<file path="src/rtl/fetch_stage_pkg.sv">
// Shared widths, reset PC and the fetch-to-decode bundle layout.
package fetch_stage_pkg;

  localparam int unsigned DBITS      = 32;
  localparam int unsigned INST_BITS  = 32;
  localparam int unsigned BHR_BITS   = 8;
  localparam int unsigned INSTSIZE   = 4;
  localparam logic [DBITS-1:0] START_PC = 32'h0000_0100;

  localparam int unsigned ENTRY_BITS = INST_BITS + DBITS + BHR_BITS;
  localparam int unsigned FE_DE_BITS = 1 + ENTRY_BITS;

  // One buffered instruction with the PC and history it was fetched under.
  typedef struct packed {
    logic [INST_BITS-1:0] inst;
    logic [DBITS-1:0]     pc;
    logic [BHR_BITS-1:0]  bhr;
  } fe_entry_t;

  typedef struct packed {
    logic      valid;
    fe_entry_t entry;
  } fe_to_de_t;

endpackage

</file>
<file path="src/rtl/fetch_queue.sv">
// Two-entry instruction FIFO; entry 0 is always the head presented to decode.
module fetch_queue
  import fetch_stage_pkg::*;
(
  input  logic                  clk_i,
  input  logic                  rst_ni,
  input  logic                  clear_i,
  input  logic                  push_i,
  input  logic [ENTRY_BITS-1:0] push_data_i,
  input  logic                  pop_i,
  output logic [1:0]            count_o,
  output logic [ENTRY_BITS-1:0] head_o
);

  logic [ENTRY_BITS-1:0] ent0_q, ent0_d;
  logic [ENTRY_BITS-1:0] ent1_q, ent1_d;
  logic [1:0]            count_q, count_d;
  logic                  do_pop;

  assign do_pop = pop_i && (count_q != 2'd0);

  // Pop shifts entry 1 forward; push lands in the first slot left free after the pop.
  always_comb begin
    ent0_d  = ent0_q;
    ent1_d  = ent1_q;
    count_d = count_q;
    if (clear_i) begin
      count_d = 2'd0;
    end else begin
      if (do_pop) begin
        ent0_d  = ent1_q;
        count_d = count_q - 2'd1;
      end
      if (push_i) begin
        if (count_d == 2'd0) begin
          ent0_d = push_data_i;
        end else begin
          ent1_d = push_data_i;
        end
        count_d = count_d + 2'd1;
      end
    end
  end

  // Storage and occupancy registers.
  always_ff @(posedge clk_i or negedge rst_ni) begin
    if (!rst_ni) begin
      ent0_q  <= '0;
      ent1_q  <= '0;
      count_q <= 2'd0;
    end else begin
      ent0_q  <= ent0_d;
      ent1_q  <= ent1_d;
      count_q <= count_d;
    end
  end

  assign count_o = count_q;
  assign head_o  = ent0_q;

  // Upstream issue gating must never let a push land on a full queue.
  a_no_overflow: assert property (@(posedge clk_i) disable iff (!rst_ni)
    !(push_i && !clear_i && !do_pop && count_q == 2'd2));

endmodule

</file>
<file path="src/rtl/fetch_stage.sv">
// Fetch stage: owns the fetch PC, issues 1-cycle imem reads, buffers results for decode.
module fetch_stage
  import fetch_stage_pkg::*;
(
  input  logic                 clk,
  input  logic                 reset,
  output logic [DBITS-1:0]     fe_pc,
  input  logic                 bp_flush,
  input  logic [DBITS-1:0]     bp_new_pc,
  input  logic [BHR_BITS-1:0]  bp_bhr,
  output logic                 imem_req,
  output logic [DBITS-1:0]     imem_addr,
  input  logic [INST_BITS-1:0] imem_rdata,
  input  logic                 de_stall,
  output logic                 fe_valid,
  output logic [INST_BITS-1:0] fe_inst,
  output logic [DBITS-1:0]     fe_inst_pc,
  output logic [BHR_BITS-1:0]  fe_inst_bhr
);

  logic [DBITS-1:0]      pc_q, pc_d;
  logic                  inflight_q, inflight_d;
  logic [DBITS-1:0]      tag_pc_q, tag_pc_d;
  logic [BHR_BITS-1:0]   tag_bhr_q, tag_bhr_d;
  logic [1:0]            count;
  logic [2:0]            occ;
  logic                  pop, push, issue;
  logic [ENTRY_BITS-1:0] head_raw, push_raw;
  fe_entry_t             push_entry;
  fe_to_de_t             de_out;

  assign pop = (count != 2'd0) && !de_stall;
  // Slots committed after this edge: buffered + pending response - departing head.
  assign occ   = {1'b0, count} + {2'b0, inflight_q} - {2'b0, pop};
  assign issue = reset && !bp_flush && (occ < 3'd2);
  // A flush squashes the response arriving in the same cycle.
  assign push  = inflight_q && !bp_flush;

  assign push_entry = '{inst: imem_rdata, pc: tag_pc_q, bhr: tag_bhr_q};
  assign push_raw   = push_entry;

  // Next PC, in-flight flag and request tag; flush overrides issue.
  always_comb begin
    pc_d       = pc_q;
    inflight_d = 1'b0;
    tag_pc_d   = tag_pc_q;
    tag_bhr_d  = tag_bhr_q;
    if (bp_flush) begin
      pc_d = bp_new_pc;
    end else if (issue) begin
      pc_d       = bp_new_pc;
      inflight_d = 1'b1;
      tag_pc_d   = pc_q;
      tag_bhr_d  = bp_bhr;
    end
  end

  // PC, in-flight and tag state.
  always_ff @(posedge clk or negedge reset) begin
    if (!reset) begin
      pc_q       <= START_PC;
      inflight_q <= 1'b0;
      tag_pc_q   <= '0;
      tag_bhr_q  <= '0;
    end else begin
      pc_q       <= pc_d;
      inflight_q <= inflight_d;
      tag_pc_q   <= tag_pc_d;
      tag_bhr_q  <= tag_bhr_d;
    end
  end

  fetch_queue u_queue (
    .clk_i       (clk),
    .rst_ni      (reset),
    .clear_i     (bp_flush),
    .push_i      (push),
    .push_data_i (push_raw),
    .pop_i       (pop),
    .count_o     (count),
    .head_o      (head_raw)
  );

  // Decode-facing bundle straight from the registered queue head.
  always_comb begin
    de_out       = '0;
    de_out.valid = (count != 2'd0);
    de_out.entry = fe_entry_t'(head_raw);
  end

  assign fe_pc       = pc_q;
  assign imem_req    = issue;
  assign imem_addr   = pc_q;
  assign fe_valid    = de_out.valid;
  assign fe_inst     = de_out.entry.inst;
  assign fe_inst_pc  = de_out.entry.pc;
  assign fe_inst_bhr = de_out.entry.bhr;

endmodule

</file>
<file path="config.mk">
export PLATFORM = sky130hd
export DESIGN_NAME = fetch_stage
export DESIGN_NICKNAME = d
export VERILOG_FILES = /design/src/rtl/fetch_stage_pkg.sv /design/src/rtl/fetch_queue.sv /design/src/rtl/fetch_stage.sv
export SDC_FILE = /design/constraint.sdc
export NUM_CORES = 1
export LEC_CHECK = 0
export CAP_MARGIN = 20
export CORE_ASPECT_RATIO = 1.5
export CORE_MARGIN = 2
export CORE_UTILIZATION = 50
export DETAILED_ROUTE_END_ITERATION = 8
export GPL_TIMING_DRIVEN = 0
export PLACE_DENSITY = 0.88
export SLEW_MARGIN = 10
export SYNTH_ARGS = -nofsm -noshare
export SYNTH_HDL_FRONTEND = slang
export SYNTH_SLANG_ARGS = --single-unit
</file>
<file path="constraint.sdc">
create_clock -name clk -period 4.7 [get_ports clk]
set_input_delay 0.94 -clock clk [delete_from_list [all_inputs] [get_ports clk]]
set_output_delay 0.94 -clock clk [all_outputs]
set_load 0.1 [all_outputs]
</file>
Yosys cells after proc, flatten, opt, wreduce, memory -nomap -nowiden --
Index checks and enable logic that the tools add are counted.
Operators by class: add/sub/neg operators 4, bitwise operators 2, magnitude comparators 1, muxes and demuxes 11, reductions and logical operators 12
Operators by type and width (count):
- $mux W72 | 3
- $mux W32 | 2
- $mux W2 | 4
- $logic_and A1 B1 Y1 | 5
- $reduce_bool A2 Y1 | 2
- $add A2 B1 Y3 | 1
- $lt A3 B2 Y1 const B | 1
- $reduce_and A3 Y1 | 1
- $sub A3 B1 Y3 | 1
- $add A2 B1 Y2 const B | 1
- $logic_not A1 Y1 | 2
- $logic_not A2 Y1 | 1
- $mux W1 | 2
- $not A1 Y1 | 2
- $reduce_and A2 Y1 | 1
- $sub A2 B1 Y2 const B | 1
Storage, ports and cells: output and inout port bits 138, word-level logic and storage cells 37, bits in registers 219, input port bits 76

Longest topological paths before layout --
Gate-level depths: netlist of the first run.
word-level depth 8, mapped depth 13, gate-level depth less buffers 10

By module --
A second synthesis of the first run with hierarchy kept.
Unflattened totals: cells, all modules 693, area, all modules 9805.7 um^2
Modules (own cells, without submodules):
- fetch_queue | times used 1, cells an instance 496, area an instance 6585.1 um^2
- fetch_stage | times used 1, cells an instance 197, area an instance 3220.6 um^2

Worst setup path before layout of the first run --
No wires, ideal clock.
kind input -> output, start point input de_stall, end point output imem_req, arrival 3249 ps, stages 9, buffers on the path 2, setup slack 511 ps, path through or2_4 > clkbuf_1 > inv_1 > ha_1 > or2b_1 > fa_1 > xor2_1 > nor3_2 > buf_2
On the way: word-level cells in the longest chain between the ends 5
Ends and longest elaborated chain:
- start: declaration | RTL line fetch_stage.sv:14 | input logic de_stall,
- $logic_not A1 Y1 | RTL line fetch_stage.sv:32 | assign pop = (count != 2'd0) && !de_stall;
- $logic_and A1 B1 Y1 | RTL line fetch_stage.sv:32
- $sub A3 B1 Y3 | RTL line fetch_stage.sv:34 | assign occ = {1'b0, count} + {2'b0, inflight_q} - {2'b0, pop};
- $lt A3 B2 Y1 | RTL line fetch_stage.sv:35 | assign issue = reset && !bp_flush && (occ < 3'd2);
- $logic_and A1 B1 Y1 | RTL line fetch_stage.sv:35
- end: declaration | RTL line fetch_stage.sv:11 | output logic imem_req,
No other way between the ends.

Worst setup path in the final report of the first run --
Same ends and word-level chain as after synthesis.

==> flow_metrics.env, run 1 <==
export IMPL_synth_top_cell_area_share=0.5918
export IMPL_routed_wirelength_mm=21.91
export IMPL_core_rowCount=60
export IMPL_placed_area_sq_mm=0.01164
export IMPL_die_h_microns=170.3
export IMPL_seq_area_frac_synth=0.5947
export IMPL_grt_pass1_vias=6746
export IMPL_ctsRootBufferMaster="clkbuf_16"
export IMPL_min_from="u_queue.ent1_q[11]"
export IMPL_r2r_start="u_queue.count_o[1]"
export IMPL_grt_pass1_wl_mm=35.57
export IMPL_finalClockSkew_ps=8.107
export IMPL_cp_data_arrival_time_ps=3630
export IMPL_grt_max_degree=114
export IMPL_final_instance_count_excl_fill=1086
export IMPL_layout_drive_gt1_share=0.3556
export IMPL_synth_distinct_cells=28
export IMPL_place_congestion=0.7543
export IMPL_port_buffers=212
export IMPL_cp_depth=10
export IMPL_cap_violations=0
export IMPL_antennaDiodeCount=0
export IMPL_synth_area_leaders="dfrtp_1 (59%), mux2_2 (16%), o221a_2 (8.8%), or4_1 (5.9%), buf_4 (3.0%)"
export IMPL_htreeDepth=1
export IMPL_drc_errors=0
export IMPL_vias_per_cell=5.786
export IMPL_fin_crit_ps=4575
export IMPL_slowest_stage="fa_1"
export IMPL_critPathKind="in2out"
export IMPL_fin_crit_sh=0.9733
export IMPL_yosysTopAreaCell="dfrtp_1"
export IMPL_first_pass_iters=7
export IMPL_setup_tns_ps=0
export IMPL_fmaxAchievable_ghz=0.2186
export IMPL_pin_count=214
export IMPL_initial_core_util=0.5116
export IMPL_cts_sinks=219
export IMPL_design_area_sq_mm=0.01234
export IMPL_design_core_area_sq_mm=0.01802
export IMPL_worstSkewPairLatency_ps=480
export IMPL_die_area_sq_mm=0.01956
export IMPL_critPathMaxFanout=12
export IMPL_die_w_microns=114.9
export IMPL_r2r_end="tag_pc_q[24]"
export IMPL_cts_buffers=21
export IMPL_r2r_setup_slack_ps=1120
export IMPL_required_ps=3760
export IMPL_worstPathBufferInverterCount=4
export IMPL_grt_usage=0.2281
export IMPL_syn_inst=620
export IMPL_cts_buffer_depth=3
export IMPL_nets=937
export IMPL_holdPathEnd="u_queue.ent1_q[11]"
export IMPL_synth_fp_nets=700
export IMPL_yosys_warnings=0
export IMPL_worstRegToRegCells=13
export IMPL_ys_ff_latch=219
export IMPL_clk_pin_slew_ps=60
export IMPL_hold_viol=0
export IMPL_setup_viol=0
export IMPL_dr_total_vias=6284
export IMPL_antenna_found_initial=0
export IMPL_routedWlPerCell_microns=20.17
export IMPL_startpoint_type="input pin"
export IMPL_synth_edf_count=0
export IMPL_gr_total_overflow=0
export IMPL_syn2layout_area_growth_pct=33.91
export IMPL_worstMarginPinSlew_ps=1040
export IMPL_drt_iter0_drc=312
export IMPL_dp_cells=1050
export IMPL_postRouteAntennaNets=0
export IMPL_hold_class="reg2reg"
export IMPL_critPathTopFamily="simple AND/OR/NAND/NOR gates"
export IMPL_syn_area_sq_mm=0.009218
export IMPL_syn_area_per_cell_sq_um=14.87
export IMPL_max_stage_delay_ps=500
export IMPL_async_reset_ff_frac=1.000
export IMPL_synth_ff_type="dfrtp_1"
export IMPL_cts_tree="done"
export IMPL_hold_slack_ps=481.5
export IMPL_cp_end_kind="primary output"
export IMPL_slew_violations=0
export IMPL_path_cells="clkdlybuf4s50_1 -> or2_4 -> inv_1 -> ha_1 -> or2b_1 -> fa_1 -> nand2_1 -> nor3_4 -> buf_6 -> buf_8"
export IMPL_status="completed"
export IMPL_hold_depth=1
export IMPL_relSlewSlack=0.3044
export IMPL_hpwl_mm=15.26
==> flip-flops by register name, summed over array words and instances, names as in the netlist <==
signal,flops
tag_pc_q,32
u_queue.head_o,72
inflight_q,1
u_queue.count_o,2
fe_pc,32
u_queue.ent1_q,72
tag_bhr_q,8
==> synth_stat cells, types with 3 or more instances <==
master / instances
clkbuf_1: 16
mux2_2: 128
or4_1: 72
buf_6: 8
buf_4: 37
buf_2: 13
clkbuf_2: 13
ha_1: 3
inv_1: 5
mux2_1: 16
dfrtp_1: 218
o221a_2: 72
==> repair_timing <==
action	CTS	global route
buffers inserted	1	1
endpoints found under the setup margin	1	1
resized for setup	9	2
pin swaps	1	1
hold buffers	0	0
endpoints found under the hold margin	0	0
==> worst max-delay path by stage <==
stage                     endpoint  startpoint
after floorplan           imem_req    de_stall
after global placement    imem_req       reset
after detailed placement  imem_req    de_stall
after CTS                 imem_req    de_stall
after global routing      imem_req    de_stall
final                     imem_req    de_stall
==> per-layer routing <==
layer,up-vias,routed length (microns),GRT usage
met4,0,489,0.06391
met3,35,1191,0.03490
met5,-,0,0
met1,3221,8415,0.2783
met2,211,11810,0.4153
li1,2817,-,-
==> stage by stage <==
step | util | setup WS, ps
after floorplan | - | 510.8
after global placement | 0.6444 | -7895
after detailed placement | 0.6463 | -1440
after CTS | 0.6842 | 32.95
after global routing | 0.6851 | -8.367
final | 0.6851 | 125.3
==> cell usage in the layout (no fill, tap or decap), drive strengths merged <==
| cell type | n |
|---|---|
| a21oi | 1 |
| dfstp | 1 |
| inv | 5 |
| or2 | 1 |
| ha | 3 |
| nor3 | 4 |
| fa | 1 |
| clkdlybuf4s50 | 210 |
| or4 | 72 |
| bufinv | 2 |
| a211oi | 1 |
| mux2 | 144 |
| nor2 | 2 |
| buf | 63 |
| o21ai | 1 |
| xor2 | 2 |
| and3b | 1 |
| clkbuf | 61 |
| o221a | 72 |
| or2b | 1 |
| o21ba | 1 |
| nand2 | 1 |
| nand3b | 1 |
| dfrtp | 218 |
==> final cells by class <==
type / count / area (sq um)
tap: 217 / 271.5
sequential: 219 / 5482
buffer: 86 / 560.5
clock inverter: 2 / 60.06
fill: 1253 / 5674
inverter: 5 / 18.77
clock buffer: 33 / 610.6
timing repair buffer: 215 / 2175
multi-input combinational: 309 / 3166
==> worst reg2reg max path, cell delays in order (launching register included) <==
cell     delay, ps
dfrtp_1        430
inv_1           60
ha_1           210
or2_4          300
inv_1           70
ha_1           250
or2b_1         250
fa_1           500
nand2_1        140
nor3_4         300
buf_4          160
buf_4          130
buf_2          280
mux2_2         380
==> kinds of logic (layout without fill, tap and decap cells) <==
logic type,count (synthesis),after routing,synth area share
AO/OA/AOI/OAI,76,76,0.09135
XOR/XNOR,2,2,0.001901
adder cells (fa/ha/maj),4,4,0.006245
buffers and inverters,92,341,0.06258
flip-flops,219,219,0.5947
multiplexers,144,144,0.1759
AND/OR/NAND/NOR,83,83,0.06733
Power of run 1 is left out: the tool's default activity adds up to more than one toggle a clock period on the data nets, which glitch-free logic cannot reach.
==> run 2, diff against run 1 <==
Settings changed: GPL_TIMING_DRIVEN 0 to unset.
==> flow_metrics.env, run 2 (synthesized netlist as in run 1, its figures left out) <==
export IMPL_required_ps=3760
export IMPL_fmaxAchievable_ghz=0.2375
export IMPL_grt_max_degree=81
export IMPL_slew_violations=0
export IMPL_relSlewSlack=0.2931
export IMPL_slowest_stage="clkdlybuf4s50_1"
export IMPL_max_stage_delay_ps=430
export IMPL_cts_resized=0
export IMPL_hold_class="in2async"
export IMPL_place_congestion=0.7440
export IMPL_grt_usage=0.2182
export IMPL_cp_data_arrival_time_ps=3270
export IMPL_cts_setup_buffers=0
export IMPL_initial_core_util=0.5116
export IMPL_cp_end_kind="primary output"
export IMPL_multiInputGateArea_sq_mm=0.003174
export IMPL_final_instance_count_excl_fill=1014
export IMPL_ctsHoldBuffers=0
export IMPL_critPathKind="in2out"
export IMPL_startpoint_type="input pin"
export IMPL_critPathMaxFanout=3
export IMPL_antenna_found_initial=0
export IMPL_nFillCells=1268
export IMPL_hold_viol=0
export IMPL_cts_sinks=219
export IMPL_die_w_microns=114.9
export IMPL_setup_viol=0
export IMPL_gr_total_overflow=0
export IMPL_placed_area_sq_mm=0.01120
export IMPL_antennaDiodeCount=0
export IMPL_path_cells="clkdlybuf4s50_1 -> or2_4 -> inv_1 -> ha_1 -> or2b_1 -> fa_1 -> xor2_1 -> nor3_4 -> buf_12"
export IMPL_first_pass_iters=4
export IMPL_dr_total_vias=5982
export IMPL_worstMarginPinSlew_ps=1057
export IMPL_cts_buffer_depth=3
export IMPL_port_buffers=213
export IMPL_regArea_sq_mm=0.005482
export IMPL_design_core_area_sq_mm=0.01802
export IMPL_postRouteAntennaNets=0
export IMPL_cts_buffers=21
export IMPL_cap_violations=0
export IMPL_setup_tns_ps=0
export IMPL_layout_drive_gt1_share=0.3212
export IMPL_fin_crit_sh=0.8959
export IMPL_rsz0062_at_grt="false"
export IMPL_layout_commonest_cell="dfrtp_1"
export IMPL_die_area_sq_mm=0.01956
export IMPL_drt_iter0_drc=363
export IMPL_hpwl_mm=13.20
export IMPL_layout_common_cells="dfrtp_1 (218), clkdlybuf4s50_1 (210), mux2_2 (128)"
export IMPL_die_h_microns=170.3
export IMPL_routedWlPerCell_microns=21.04
export IMPL_htreeDepth=1
export IMPL_clk_pin_slew_ps=60
export IMPL_cts_tree="done"
export IMPL_design_area_sq_mm=0.01195
export IMPL_nets=863
export IMPL_grt_pass1_wl_mm=34.20
export IMPL_final_util=0.6634
export IMPL_status="completed"
export IMPL_dp_cells=975
export IMPL_pin_count=214
export IMPL_grt_pass1_vias=6380
export IMPL_worstSkewPairLatency_ps=490
export IMPL_routed_wirelength_mm=21.34
export IMPL_finalClockSkew_ps=12.95
export IMPL_core_rowCount=60
export IMPL_syn2layout_area_growth_pct=29.67
export IMPL_fin_crit_ps=4211
export IMPL_ctsRootBufferMaster="clkbuf_16"
export IMPL_vias_per_cell=5.899
export IMPL_drc_errors=0
==> run 2: critical path: cells and delay by family <==
kind                       cells  cell delay, ps
xor gates and xnor gates       1             230
adders and majority gates      2             640
buffers and inverters          3             700
and+or+nand+nor                3             760
==> run 2: worst paths after layout <==
check / end / slack, ps / cells after the start / startpoint
max: imem_req / 490 / 9 / de_stall
min: fe_pc[5] / 300 / 1 / reset
max reg2reg: tag_pc_q[27] / 1220 / 11 / u_queue.count_o[1]
min reg2reg: u_queue.ent1_q[42] / 480 / 1 / u_queue.ent1_q[42]
max in group asynchronous: u_queue.head_o[45] / 2730 / 3 / reset
min in group clk: u_queue.ent1_q[42] / 480 / 1 / u_queue.ent1_q[42]
==> run 2: layer usage <==
layer	vias up	track usage	wire length, microns
met5	-	0	0
met4	0	0.06705	507
met3	34	0.04665	1427
met2	204	0.3844	11180
met1	3083	0.2662	8226
li1	2661	-	-
==> run 2: layout make-up <==
cell class	count	area share
clock inverters	5	0.006281
multi-input cells	309	0.2656
well taps	217	0.02272
repair buffers	227	0.1928
clock buffers	32	0.05244
flip-flops and latches	219	0.4586
inverters	5	0.001570
==> run 2: per-stage QoR <==
| stage | hold WS (ps) | worst slack (ps) |
|---|---|---|
| after floorplan | 452.6 | 510.8 |
| after global placement | 462.0 | 558.0 |
| after detailed placement | 473.1 | 470.7 |
| after CTS | 302.1 | 466.6 |
| after global routing | 314.1 | 357.3 |
| final | 300.5 | 489.2 |
Power of run 2 is left out for the same reason.
